**src/rtl/if_fetch.sv**
```systemverilog
// ---------------------------------------------------------------------------
// if_fetch -- instruction-fetch stage of the 5-stage RISC-V core.
//
// Owns the PC and runs a single-outstanding request/grant/response port to
// instruction memory. Fetched instructions are presented as an if_pc/if_inst
// pair with if_valid; a transfer happens when if_valid=1 and stall_i=0.
// A one-entry skid buffer catches a response that arrives while the output
// register is still held by a stall. EX-stage redirects take priority over
// everything else, including stall.
//
// Optional feature (macro IF_MISALIGN_CHECK_EN):
//   defined   -> a redirect to a target with [1:0]!=0 issues no fetch and
//                presents a faulting NOP (if_fault_o=1) at that target; the
//                stage parks until the next aligned redirect.
//   undefined -> redirect target bits [1:0] are forced to 0, if_fault_o=0.
//
// Parameters:
//   ADDR_W    PC / memory address width
//   INST_W    instruction width
//   RESET_PC  first fetch address after reset
//
// Ports:
//   clk, rst_n                    clock, asynchronous active-low reset
//   stall_i                       downstream cannot accept this cycle
//   redirect_i, redirect_pc_i     EX-stage redirect request and target
//   mem_req_o, mem_addr_o         fetch request and address
//   mem_gnt_i                     request accepted this cycle
//   mem_rvalid_i, mem_rdata_i     response valid and instruction
//   if_pc, if_inst, if_valid      presented instruction to IF/ID
//   if_fault_o                    misaligned-target fault marker
// ---------------------------------------------------------------------------
module if_fetch #(
    parameter int unsigned       ADDR_W   = 32,
    parameter int unsigned       INST_W   = 32,
    parameter logic [ADDR_W-1:0] RESET_PC = '0
) (
    input  logic              clk,
    input  logic              rst_n,
    input  logic              stall_i,
    input  logic              redirect_i,
    input  logic [ADDR_W-1:0] redirect_pc_i,
    output logic              mem_req_o,
    output logic [ADDR_W-1:0] mem_addr_o,
    input  logic              mem_gnt_i,
    input  logic              mem_rvalid_i,
    input  logic [INST_W-1:0] mem_rdata_i,
    output logic [ADDR_W-1:0] if_pc,
    output logic [INST_W-1:0] if_inst,
    output logic              if_valid,
    output logic              if_fault_o
);

    typedef enum logic [1:0] {
        ST_IDLE,
        ST_REQ,
        ST_WAIT,
        ST_HOLD
    } state_t;

    state_t            state_q, state_d;
    logic [ADDR_W-1:0] pc_q, pc_d;
    logic              drop_q, drop_d;
    logic              parked_q, parked_d;
    logic              skid_valid_q, skid_valid_d;
    logic [ADDR_W-1:0] skid_pc_q, skid_pc_d;
    logic [INST_W-1:0] skid_inst_q, skid_inst_d;

    logic [ADDR_W-1:0] out_pc_d;
    logic [INST_W-1:0] out_inst_d;
    logic              out_valid_d;

    logic [ADDR_W-1:0] tgt;
    logic [ADDR_W-1:0] pc_inc;
    logic              slot_free;

`ifdef IF_MISALIGN_CHECK_EN
    localparam logic [INST_W-1:0] NOP = INST_W'(32'h0000_0013);
    logic misalign;
    logic fault_q, fault_d;

    assign tgt      = redirect_pc_i;
    assign misalign = |redirect_pc_i[1:0];
`else
    assign tgt      = redirect_pc_i & ~ADDR_W'(3);
`endif

    assign pc_inc     = pc_q + ADDR_W'(4);
    assign slot_free  = !if_valid || !stall_i;
    assign mem_req_o  = (state_q == ST_REQ);
    assign mem_addr_o = pc_q;

    always_comb begin
        state_d      = state_q;
        pc_d         = pc_q;
        drop_d       = drop_q;
        parked_d     = parked_q;
        skid_valid_d = skid_valid_q;
        skid_pc_d    = skid_pc_q;
        skid_inst_d  = skid_inst_q;
        out_pc_d     = if_pc;
        out_inst_d   = if_inst;
        out_valid_d  = if_valid;
`ifdef IF_MISALIGN_CHECK_EN
        fault_d      = fault_q;
`endif

        // Presented instruction leaves this cycle; a new load below may
        // refill the slot in the same cycle.
        if (if_valid && !stall_i) begin
            out_valid_d = 1'b0;
`ifdef IF_MISALIGN_CHECK_EN
            fault_d     = 1'b0;
`endif
        end

        case (state_q)
            ST_IDLE: begin
                if (!parked_q) begin
                    state_d = ST_REQ;
                end
            end
            ST_REQ: begin
                if (mem_gnt_i) begin
                    state_d = ST_WAIT;
                end
            end
            ST_WAIT: begin
                if (mem_rvalid_i) begin
                    state_d = ST_REQ;
                    if (drop_q) begin
                        drop_d = 1'b0;
                    end else begin
                        pc_d = pc_inc;
                        if (slot_free) begin
                            out_valid_d = 1'b1;
                            out_pc_d    = pc_q;
                            out_inst_d  = mem_rdata_i;
                        end else begin
                            skid_valid_d = 1'b1;
                            skid_pc_d    = pc_q;
                            skid_inst_d  = mem_rdata_i;
                            state_d      = ST_HOLD;
                        end
                    end
                end
            end
            ST_HOLD: begin
                if (!stall_i && skid_valid_q) begin
                    out_valid_d  = 1'b1;
                    out_pc_d     = skid_pc_q;
                    out_inst_d   = skid_inst_q;
                    skid_valid_d = 1'b0;
                    state_d      = ST_REQ;
                end
            end
            default: begin
                state_d = ST_IDLE;
            end
        endcase

        // Redirect overrides the normal flow above. A request already granted
        // (or in flight in WAIT) still owes a response, so it is marked for
        // discard instead of issuing a second outstanding request.
        if (redirect_i) begin
            pc_d         = tgt;
            out_valid_d  = 1'b0;
            skid_valid_d = 1'b0;
            parked_d     = 1'b0;
            drop_d       = 1'b0;
`ifdef IF_MISALIGN_CHECK_EN
            fault_d      = 1'b0;
            if (misalign) begin
                state_d     = ST_IDLE;
                parked_d    = 1'b1;
                out_valid_d = 1'b1;
                out_pc_d    = redirect_pc_i;
                out_inst_d  = NOP;
                fault_d     = 1'b1;
            end else
`endif
            if ((state_q == ST_WAIT && !mem_rvalid_i) ||
                (state_q == ST_REQ && mem_gnt_i)) begin
                drop_d  = 1'b1;
                state_d = ST_WAIT;
            end else begin
                state_d = ST_REQ;
            end
        end
    end

    always_ff @(posedge clk or negedge rst_n) begin
        if (!rst_n) begin
            state_q      <= ST_IDLE;
            pc_q         <= RESET_PC;
            drop_q       <= 1'b0;
            parked_q     <= 1'b0;
            skid_valid_q <= 1'b0;
            skid_pc_q    <= '0;
            skid_inst_q  <= '0;
            if_pc        <= '0;
            if_inst      <= '0;
            if_valid     <= 1'b0;
        end else begin
            state_q      <= state_d;
            pc_q         <= pc_d;
            drop_q       <= drop_d;
            parked_q     <= parked_d;
            skid_valid_q <= skid_valid_d;
            skid_pc_q    <= skid_pc_d;
            skid_inst_q  <= skid_inst_d;
            if_pc        <= out_pc_d;
            if_inst      <= out_inst_d;
            if_valid     <= out_valid_d;
        end
    end

`ifdef IF_MISALIGN_CHECK_EN
    always_ff @(posedge clk or negedge rst_n) begin
        if (!rst_n) begin
            fault_q <= 1'b0;
        end else begin
            fault_q <= fault_d;
        end
    end

    assign if_fault_o = fault_q;
`else
    assign if_fault_o = 1'b0;
`endif

endmodule

```
**config.mk**
```make
export PLATFORM = sky130hd
export DESIGN_NAME = if_fetch
export DESIGN_NICKNAME = d
export VERILOG_FILES = /design/src/rtl/if_fetch.sv
export SDC_FILE = /design/constraint.sdc
export NUM_CORES = 1
export LEC_CHECK = 0
export BUFFER_PORTS_ARGS = -buffer_cell sky130_fd_sc_hd__buf_2
export CAP_MARGIN = 40
export CORE_MARGIN = 2
export CORE_UTILIZATION = 40
export CTS_CLUSTER_DIAMETER = 80
export CTS_CLUSTER_SIZE = 30
export DETAILED_ROUTE_END_ITERATION = 8
export PLACE_DENSITY = 0.63
export SYNTH_ARGS = -nofsm -noshare
export SYNTH_HDL_FRONTEND = slang
export SYNTH_SLANG_ARGS = --single-unit
```
**constraint.sdc**
```tcl
create_clock -name clk -period 2.1 [get_ports clk]
set_input_delay 0.21 -clock clk [delete_from_list [all_inputs] [get_ports clk]]
set_output_delay 0.21 -clock clk [all_outputs]
set_load 0.05 [all_outputs]
```
==> impl_metrics.json, run 1 <==
{
  "p_per_area_nw_per_um2": 1350,
  "min_period_ps": 2180,
  "syn_area_um2": 7480,
  "wl_per_cell_um": 18.1,
  "clock_latency_ps": 420,
  "finalWorstSetupSlack_ps": -79.2,
  "slew_violations": 0,
  "p_total_uw": 13200,
  "numCtsBuffers": 17,
  "cts_num_sinks": 159,
  "placed_area_um2": 8840,
  "yosysUniqueCellTypes": 47,
  "n_fill_cell": 1603,
  "yosysWarnings": 0,
  "synthArstFlopShare_pct": 100,
  "die_w_um": 141,
  "final_area_um2": 9790,
  "crit_fanout": 11,
  "postRouteAntennaNets": 0,
  "grt.total_usage_pct": 19.0,
  "cts-root-buf": "clkbuf_16",
  "synth-seq-area-share_pct": 53.2,
  "hold_path.class": "input port to flop",
  "period_share_pct": 104,
  "grt_overflow": 0,
  "cts_max_path_buffers": 2,
  "layout-drive-gt1-share_pct": 49.0,
  "layout.nets": 876,
  "finClkSkew_ps": 9.76,
  "cp-end-kind": "flop",
  "antenna_found_initial": 3,
  "io_buffers": 161,
  "required_ps": 2400,
  "io_pins": 169,
  "worst-r2r-cell-count": 8,
  "rsz0062_at_grt": "true",
  "worst_ep_arrival_time_ps": 2480,
  "grt_pass1_wl_mm": 30.1,
  "hold_depth": 3,
  "ys.flop_type": "dfrtp_1",
  "hpwlAfterDp_mm": 12.7,
  "drtIter0Drc": 264,
  "grt_pass1_vias": 5910,
  "vias": 5560,
  "h-tree-depth": 4,
  "drc": 0,
  "start_kind": "flop",
  "clk_pin_slew_ps": 70,
  "dr.pass1.iters": 5,
  "initial_utilization_pct": 40.4,
  "synthCells": 600,
  "routabilityCongestion": 0.783,
  "setup_violations": 68,
  "worstMarginPinSlew_ps": 576,
  "post-place-ws_ps": -116,
  "rows": 50,
  "finalHoldViolations": 0,
  "vias_per_cell": 5.29,
  "die_area_um2": 19800,
  "violations": "negative setup slack",
  "maxCapViolCount": 0,
  "critPathKind": "flop to flop",
  "core_region_area_um2": 18500,
  "ir_drop_mv": 0.726,
  "dieHeight_um": 141,
  "grt_max_degree": 57,
  "relSlewSlack_pct": 61.6,
  "leakage_uw": 0.00465,
  "status": "finished with violations",
  "yosys_register_bits": 159,
  "area_growth_pct": 31.0,
  "cts_tree": "done",
  "drt_wl_total_mm": 19.0,
  "clock.fmax_ghz": 0.459,
  "postSynthAreaPerCell_um2": 12.5,
  "synth_edf_count": 0
}
-- cell usage after synthesis, drive strengths merged, types with 4 or more instances --
library cell,number,share of area (%)
dfrtp,159,53
nand3,16,1.1
and3,4,0.33
nand4,10,0.84
inv,11,0.55
a21oi,4,0.27
mux2,179,27
or4,14,1.4
xnor2,8,0.94
and4,4,0.47
clkbuf,25,1.3
a311o,4,0.54
nor2,19,0.95
buf,18,1.4
ha,4,0.67
o31ai,8,0.80
a31oi,10,0.84
o21ai,22,1.5
nand2,41,2.1
-- per-layer routing --
metal  GRT usage, %  routed length, µm  vias to the layer above
met5              0                 16                        -
met4           7.74                264                        2
met3           3.43                762                       17
met2           31.9               9640                      148
met1           24.5               8330                     2817
li1               -                  -                     2576
-- cell usage in the layout (no fill, tap or decap), drive strengths merged, types with 2 or more instances in the layout --
cell / n
or4: 14
o211ai: 3
inv: 16
nand2: 41
clkbuf: 22
xnor2: 8
a311o: 4
a221o: 2
xor2: 2
clkinvlp: 3
o31ai: 8
and3: 4
a21oi: 4
mux2i: 2
a31oi: 10
o21ai: 22
and2: 3
ha: 4
nand3: 16
nor4: 3
mux2: 179
buf: 211
nand2b: 3
nor2: 19
diode: 2
clkinv: 3
dlygate4sd3: 7
nor3: 3
dfrtp: 159
and4: 4
nor2b: 3
or3: 3
bufinv: 3
nand4: 10
conb: 5
-- per-stage QoR --
stage	hold WS, ps	instances	setup TNS, ps	utilization [%]
5_1_grt	9.42	1050	-10510	52.9
3_5_place_dp	219	994	-673	47.7
3_3_place_gp	206	994	-204	47.7
4_1_cts	2.02	1037	-475	51.8
2_1_floorplan	-85.6	604	-166	-
6_report	17.6	1051	-3360	52.9
-- logic make-up (layout without fill, tap and decap cells) --
kind of cell	after synthesis	after routing	share of synthesized area, %
fa+ha+maj	4	4	0.669
other cells	1	7	0.0502
buf+inv	54	265	3.18
xor+xnor	10	10	1.17
compound gates	62	62	5.51
mux	181	181	27.2
simple gates	129	129	8.99
flops	159	159	53.2
-- what timing repair did --
item,4_1_cts,5_1_grt
buffers inserted,2,9
gates resized for setup,11,12
hold endpoints to repair,58,0
gates cloned,2,4
hold buffers,7,0
endpoints found under the setup margin,68,77
pin swaps,10,14
-- power breakdown --
part / switching (µW) / internal [µW] / leakage, µW
clock: 1310 / 1920 / 0.000296
combinational: 3820 / 1940 / 0.00233
sequential: 411 / 3820 / 0.00203
total: 5540 / 7690 / 0.00465
-- worst max-delay path, stage by stage (launching register included) --
cell and delay [ps]:
dfrtp_1 380, inv_1 60, ha_2 170, buf_4 140, and3b_2 210, nand2_1 70, a221o_4 480, clkbuf_16 230
mux2_1 320
-- state kept, by name, summed over array words and instances, names as in the netlist --
register and count:
if_inst 32, skid_inst_q 32, if_pc 30, mem_addr_o 30
skid_pc_q 30, state_q 2, drop_q 1, if_valid 1
skid_valid_q 1
-- cell type report --
class / count / area, µm² / area share [%]
Multi-Input combinational cell: 391 / 3390 / 34.6
Clock buffer: 18 / 439 / 4.48
Clock inverter: 14 / 178 / 1.81
Sequential cell: 159 / 3990 / 40.8
Tap cell: 234 / 293 / 2.99
Inverter: 11 / 41.3 / 0.422
Antenna cell: 2 / 5.00 / 0.0511
Timing Repair Buffer: 222 / 1450 / 14.8
-- worst paths after layout --
| kind | start | end | slack, ps |
|---|---|---|---|
| worst min register to register | if_inst[2] | if_inst[2] | 490 |
| min in group asynchronous | rst_n | skid_inst_q[8] | 320 |
| worst max-delay path | state_q[0] | if_inst[17] | -80 |
| worst max register to register | state_q[0] | if_inst[17] | -80 |
| max in group asynchronous | rst_n | skid_pc_q[15] | 1070 |
| worst min-delay path | redirect_pc_i[3] | mem_addr_o[3] | 20 |
Note: power is estimated with default switching activity, not from simulation.
==> run 2, diff against run 1 <==
==> config.mk (replaced) <==
export PLATFORM = sky130hd
export DESIGN_NAME = if_fetch
export DESIGN_NICKNAME = d
export VERILOG_FILES = /design/src/rtl/if_fetch.sv
export SDC_FILE = /design/constraint.sdc
export NUM_CORES = 1
export LEC_CHECK = 0
export CAP_MARGIN = 40
export CORE_MARGIN = 2
export CORE_UTILIZATION = 40
export CTS_CLUSTER_DIAMETER = 80
export CTS_CLUSTER_SIZE = 30
export DETAILED_ROUTE_END_ITERATION = 8
export DONT_BUFFER_PORTS = 1
export PLACE_DENSITY = 0.55
export SYNTH_ARGS = -nofsm -noshare
export SYNTH_HDL_FRONTEND = slang
export SYNTH_SLANG_ARGS = --single-unit
==> run 2 against run 1 <==
The flow finishes with violations (negative hold slack, negative setup slack). Non-clock buffer count is 103 lower. Critical path depth is 1 lower. Count of clock-buffer cells in the layout stayed put. Register-to-register slack hardly changed. Largest power group is now sequential cells. Cell count is 10% lower. Power is 7.6% lower. Setup slack better by 14 ps. Highest routed layer unchanged. Combinational power is 50% lower. Core utilization is 2.0 points lower.
==> impl_metrics.json, run 2 (same netlist as run 1, synthesis figures left out) <==
{
  "vias_per_cell": 5.45,
  "timing.rr.start": "state_q[0]",
  "post-place-ws_ps": -109,
  "violations": "negative hold slack, negative setup slack",
  "worst-r2r-cell-count": 7,
  "clock.fmax_ghz": 0.462,
  "dr.pass1.iters": 4,
  "maxCapViolCount": 0,
  "endpoint": "mem_addr_o[24]",
  "relSlewSlack_pct": 47.0,
  "required_ps": 2440,
  "n_antenna_cell": 0,
  "worst_ep_arrival_time_ps": 2500,
  "worstMarginPinSlew_ps": 794,
  "grt.total_usage_pct": 18.6,
  "drc": 0,
  "crit_fanout": 9,
  "top_regs": "if_inst x32, skid_inst_q x32",
  "slew_violations": 0,
  "wl_per_cell_um": 19.3,
  "hold-worst-slack_ps": -513,
  "final_common_cell": "dfrtp_1",
  "cts-root-buf": "clkbuf_16",
  "postRouteAntennaNets": 0,
  "grt_max_degree": 160,
  "status": "finished with violations",
  "area_growth_pct": 26.0,
  "grt_overflow": 0,
  "finClkSkew_ps": 13.0,
  "layout-drive-gt1-share_pct": 32.7,
  "cts_num_sinks": 159,
  "numCtsBuffers": 17,
  "h-tree-depth": 4,
  "grt_util_met3_pct": 4.76,
  "min_period_ps": 2170,
  "drt_wl_total_mm": 18.2,
  "clk_pin_slew_ps": 70,
  "worst-r2r-setup-slack_ps": -70,
  "grt_pass1_vias": 5599,
  "hpwlAfterDp_mm": 11.8,
  "ir_drop_mv": 0.636,
  "leakage_uw": 0.00417,
  "die_area_um2": 19800,
  "cts_tree": "done",
  "rows": 50,
  "critPathKind": "flop to flop",
  "period_share_pct": 103,
  "core_region_area_um2": 18500,
  "use_met2_pct": 31.7,
  "grt_use_met1_pct": 22.9,
  "hold_path.class": "input port to asynchronous set/reset pin",
  "finalWorstSetupSlack_ps": -65.5,
  "io_pins": 169,
  "io_buffers": 0,
  "grt.busiest_layer": "met2",
  "start_kind": "flop",
  "rsz0062_at_grt": "true",
  "cp-end-kind": "flop",
  "dieHeight_um": 141,
  "die_w_um": 141,
  "initial_utilization_pct": 40.4,
  "setup_violations": 61,
  "drtIter0Drc": 240,
  "p_per_area_nw_per_um2": 1300,
  "vias": 5151,
  "routabilityCongestion": 0.767,
  "antenna_found_initial": 1,
  "finalHoldViolations": 159,
  "final_cell_mix": "dfrtp_1 (148), mux2_2 (119), dlygate4sd3_1 (62), mux2_1 (60), buf_4 (48)",
  "clock_latency_ps": 420,
  "grt_pass1_wl_mm": 29.1,
  "cts_hold_buf": 63,
  "cp-startpoint": "state_q[0]",
  "layout.nets": 773,
  "regToRegEndpoint": "mem_addr_o[24]",
  "cts_max_path_buffers": 2
}
-- run 2: cell types whose count changed in the layout (fill, tap and decap cells not counted), sizes merged --
cell,change
buf,-156
dlygate4sd3,+55
bufinv,-2
clkbuf,-2
clkinv,+2
diode,-2
clkinvlp,-1
inv,+1
-- run 2: cell type report --
type	instances	area (µm²)
fill	1637	9100
timing repair buffer	119	1160
clock inverter	14	130
clock buffer	18	439
inverter	11	41.3
tap	234	293
multi-input combinational	391	3360
sequential	159	3990
-- run 2: where the power goes --
part           total (µW)  internal, µW  switching [µW]
Combinational        2860          1470            1390
Clock                3020          1680            1340
Sequential           6340          3780            2560
Total               12200          6940            5290
-- run 2: stage by stage --
stage          TNS (ps)  total power (µW)  area (µm²)  instances  util [%]
5_1_grt           -7760             12800        9420        946      50.9
4_1_cts            -244             12300        9380        944      50.6
3_5_place_dp       -367              9100        8120        847      43.8
6_report          -1640             12200        9420        946      50.9
2_1_floorplan      -166              8250        7550        604         -
3_3_place_gp       -121              8970        8120        847      43.8
-- run 2: worst max-delay path, stage by stage, from the launching register on --
cell and delay [ps]:
dfrtp_1 380, inv_1 60, ha_2 170, nand4b_1 130, or4_4 650, buf_6 190
or3_1 340, a31oi_1 160
-- run 2: timing repair --
| item | in CTS | in global routing |
|---|---|---|
| hold endpoints to repair | 223 | 159 |
| resized for setup | 10 | 1 |
| buffers inserted | 2 | 1 |
| pin swaps | 3 | 3 |
| gates cloned | 0 | 2 |
| endpoints found under the setup margin | 44 | 75 |
-- run 2: how the worst min path moves through the flow --
| stage | from | endpoint | slack, ps | cells past startpoint |
|---|---|---|---|---|
| CTS | rst_n | skid_pc_q[3] | -540 | 0 |
| global route | rst_n | if_pc[11] | -550 | 0 |
| finish | rst_n | if_pc[11] | -510 | 0 |
| global placement | rst_n | if_pc[11] | -80 | 0 |
| detailed placement | rst_n | skid_pc_q[10] | -80 | 0 |
| floorplan | rst_n | drop_q | -90 | 0 |
-- run 2: per-layer routing --
layer / part of all wire (%) / vias to the layer above
li1: - / 2374
met1: 44 / 2629
met2: 50 / 129
met3: 5.3 / 17
met4: 1.3 / 2
met5: 0.21 / -
==> run 3, diff against run 2 <==
--- a/config.mk
+++ b/config.mk
@@ -6,9 +6,9 @@
 export NUM_CORES = 1
 export LEC_CHECK = 0
 export CAP_MARGIN = 40
+export CORE_ASPECT_RATIO = 1.4
 export CORE_MARGIN = 2
 export CORE_UTILIZATION = 40
-export CTS_CLUSTER_DIAMETER = 80
 export CTS_CLUSTER_SIZE = 30
 export DETAILED_ROUTE_END_ITERATION = 8
 export DONT_BUFFER_PORTS = 1
==> run 3 against run 2 <==
Combinational power up 5%. The run still ends with negative hold slack, negative setup slack left. Global-route usage up 0.70 points. Cell count up 1.8%. Setup slack better by 19 ps. Register-to-register slack better by 20 ps. Die area about the same. Fmax up 0.90%. Core utilization up 1.3 points. Clock skew down 5.4 ps. Via count up 0.54%.
==> impl_metrics.json, run 3 (same netlist as run 1, synthesis figures left out) <==
{
  "numCtsBuffers": 17,
  "worstMarginPinSlew_ps": 607,
  "hpwlAfterDp_mm": 11.9,
  "drtIter0Drc": 201,
  "status": "finished with violations",
  "layout-drive-gt1-share_pct": 34.5,
  "clock_latency_ps": 420,
  "grt_pass1_wl_mm": 30.0,
  "clockPowerShare_pct": 26.9,
  "io_pins": 169,
  "worst_ep_arrival_time_ps": 2450,
  "antenna_found_initial": 0,
  "initial_utilization_pct": 40.5,
  "fin_setup_tns_ps": -1510,
  "hold-worst-slack_ps": -510,
  "n_fill_cell": 1611,
  "hold_path.class": "input port to asynchronous set/reset pin",
  "cts_num_sinks": 159,
  "layout.nets": 781,
  "clk_pin_slew_ps": 60,
  "regToRegEndpoint": "if_inst[7]",
  "drc": 0,
  "p_per_area_nw_per_um2": 1330,
  "h-tree-depth": 4,
  "crit_fanout": 19,
  "drt_wl_total_mm": 18.9,
  "final-seq-area_um2": 3990,
  "relSlewSlack_pct": 59.5,
  "cts_hold_buf": 62,
  "cts_max_path_buffers": 2,
  "io_buffers": 0,
  "p_int_uw": 7470,
  "dr.pass1.iters": 5,
  "grt.total_usage_pct": 19.3,
  "period_share_pct": 102,
  "min_period_ps": 2150,
  "dieHeight_um": 166,
  "worst-r2r-cell-count": 8,
  "postRouteAntennaNets": 0,
  "dpl.cell_count": 859,
  "combPwrFrac_pct": 23.4,
  "die_area_um2": 19800,
  "n_antenna_cell": 0,
  "slew_violations": 0,
  "area_growth_pct": 28.8,
  "rows": 59,
  "maxCapViolCount": 0,
  "p_switching_uw": 5300,
  "final_core_util_pct": 52.2,
  "top_regs": "if_inst x32, skid_inst_q x32",
  "p_seq_share_pct": 49.7,
  "vias_per_cell": 5.38,
  "cp-end-kind": "flop",
  "leakage_uw": 0.00427,
  "critPathKind": "flop to flop",
  "final_common_cell": "dfrtp_1",
  "routabilityCongestion": 0.818,
  "setup_violations": 60,
  "post-place-ws_ps": -96.6,
  "multiInputGateArea_um2": 3400,
  "start_kind": "flop",
  "grt_pass1_vias": 5621,
  "violations": "negative hold slack, negative setup slack",
  "grt_max_degree": 160,
  "required_ps": 2400,
  "cts_tree": "done",
  "fin_cells": 963,
  "grt_overflow": 0,
  "finClkSkew_ps": 7.60,
  "finalWorstSetupSlack_ps": -46.2,
  "wl_per_cell_um": 19.7,
  "ir_drop_mv": 0.980,
  "cts-root-buf": "clkbuf_16",
  "finalHoldViolations": 159,
  "vias": 5179,
  "worst-r2r-setup-slack_ps": -50,
  "p_total_uw": 12800,
  "timing.rr.start": "state_q[0]",
  "rsz0062_at_grt": "true",
  "core_region_area_um2": 18500,
  "die_w_um": 120,
  "clock.fmax_ghz": 0.466,
  "switching_share_pct": 41.5,
  "final_cell_mix": "dfrtp_1 (148), mux2_2 (119), dlygate4sd3_1 (61), mux2_1 (60), buf_4 (53)"
}
run 3: changes by cell type in the layout (fill, tap and decap cells not counted), moves of 2 or more:
cell       previous run  this run
buf_6                 1         3
bufinv_16             1         5
or4_4                 2         7
buf_4                48        53
buf_8                 0         2
clkinv_2              3         1
or4_1                12         7
inv_6                 6         2
nand3_2               1         4
nand3_1              15        12
run 3: final cells by class:
type	instances	area share, %
clock buffers	19	4.60
clock inverters	12	2.16
inverters	11	0.429
multi-input cells	391	35.3
flip-flops and latches	159	41.4
well taps	244	3.17
repair buffers	127	12.9
run 3: stage by stage:
stage | hold WS, ps | area, µm²
2_1_floorplan | -85.6 | 7550
3_3_place_gp | -80.1 | 8130
3_5_place_dp | -81.0 | 8130
4_1_cts | -539 | 9470
5_1_grt | -541 | 9630
6_report | -510 | 9630
run 3: how the worst max path moves through the flow:
stage,cells after the start,endpoint,from
6_report,8,if_inst[7],state_q[0]
5_1_grt,8,mem_addr_o[24],state_q[0]
2_1_floorplan,6,mem_addr_o[26],mem_addr_o[6]
3_3_place_gp,7,mem_addr_o[26],state_q[0]
3_5_place_dp,7,mem_addr_o[26],state_q[0]
4_1_cts,8,mem_addr_o[24],state_q[0]
run 3: worst max-delay path: stages (launching register included):
cell     delay (ps)
dfrtp_1         380
inv_1            60
ha_2            170
buf_4           140
and3b_2         210
nand2_1          70
a221o_4         480
buf_12          200
mux2_1          320
run 3: power groups by stage:
stage,clock (µW),combinational [µW],sequential [µW]
after floorplan,0,1760,6490
after global placement,0,2590,6400
after detailed placement,0,2680,6420
after CTS,3520,2810,6370
after global routing,3640,3250,6450
final,3430,2990,6350
run 3: layer usage:
| metal | share of wire [%] | up-vias | GRT usage [%] |
|---|---|---|---|
| li1 | - | 2375 | - |
| met4 | 2.3 | 0 | 7.06 |
| met5 | 0 | - | 0 |
| met1 | 38 | 2618 | 22.5 |
| met2 | 52 | 158 | 33.0 |
| met3 | 7.3 | 28 | 6.18 |
run 3: timing repair:
| action | in CTS | in global routing |
|---|---|---|
| pin swaps | 8 | 12 |
| cloned | 1 | 4 |
| hold endpoints to repair | 223 | 159 |
| endpoints found under the setup margin | 7 | 76 |
| buffers inserted | 3 | 3 |
| resized for setup | 7 | 15 |
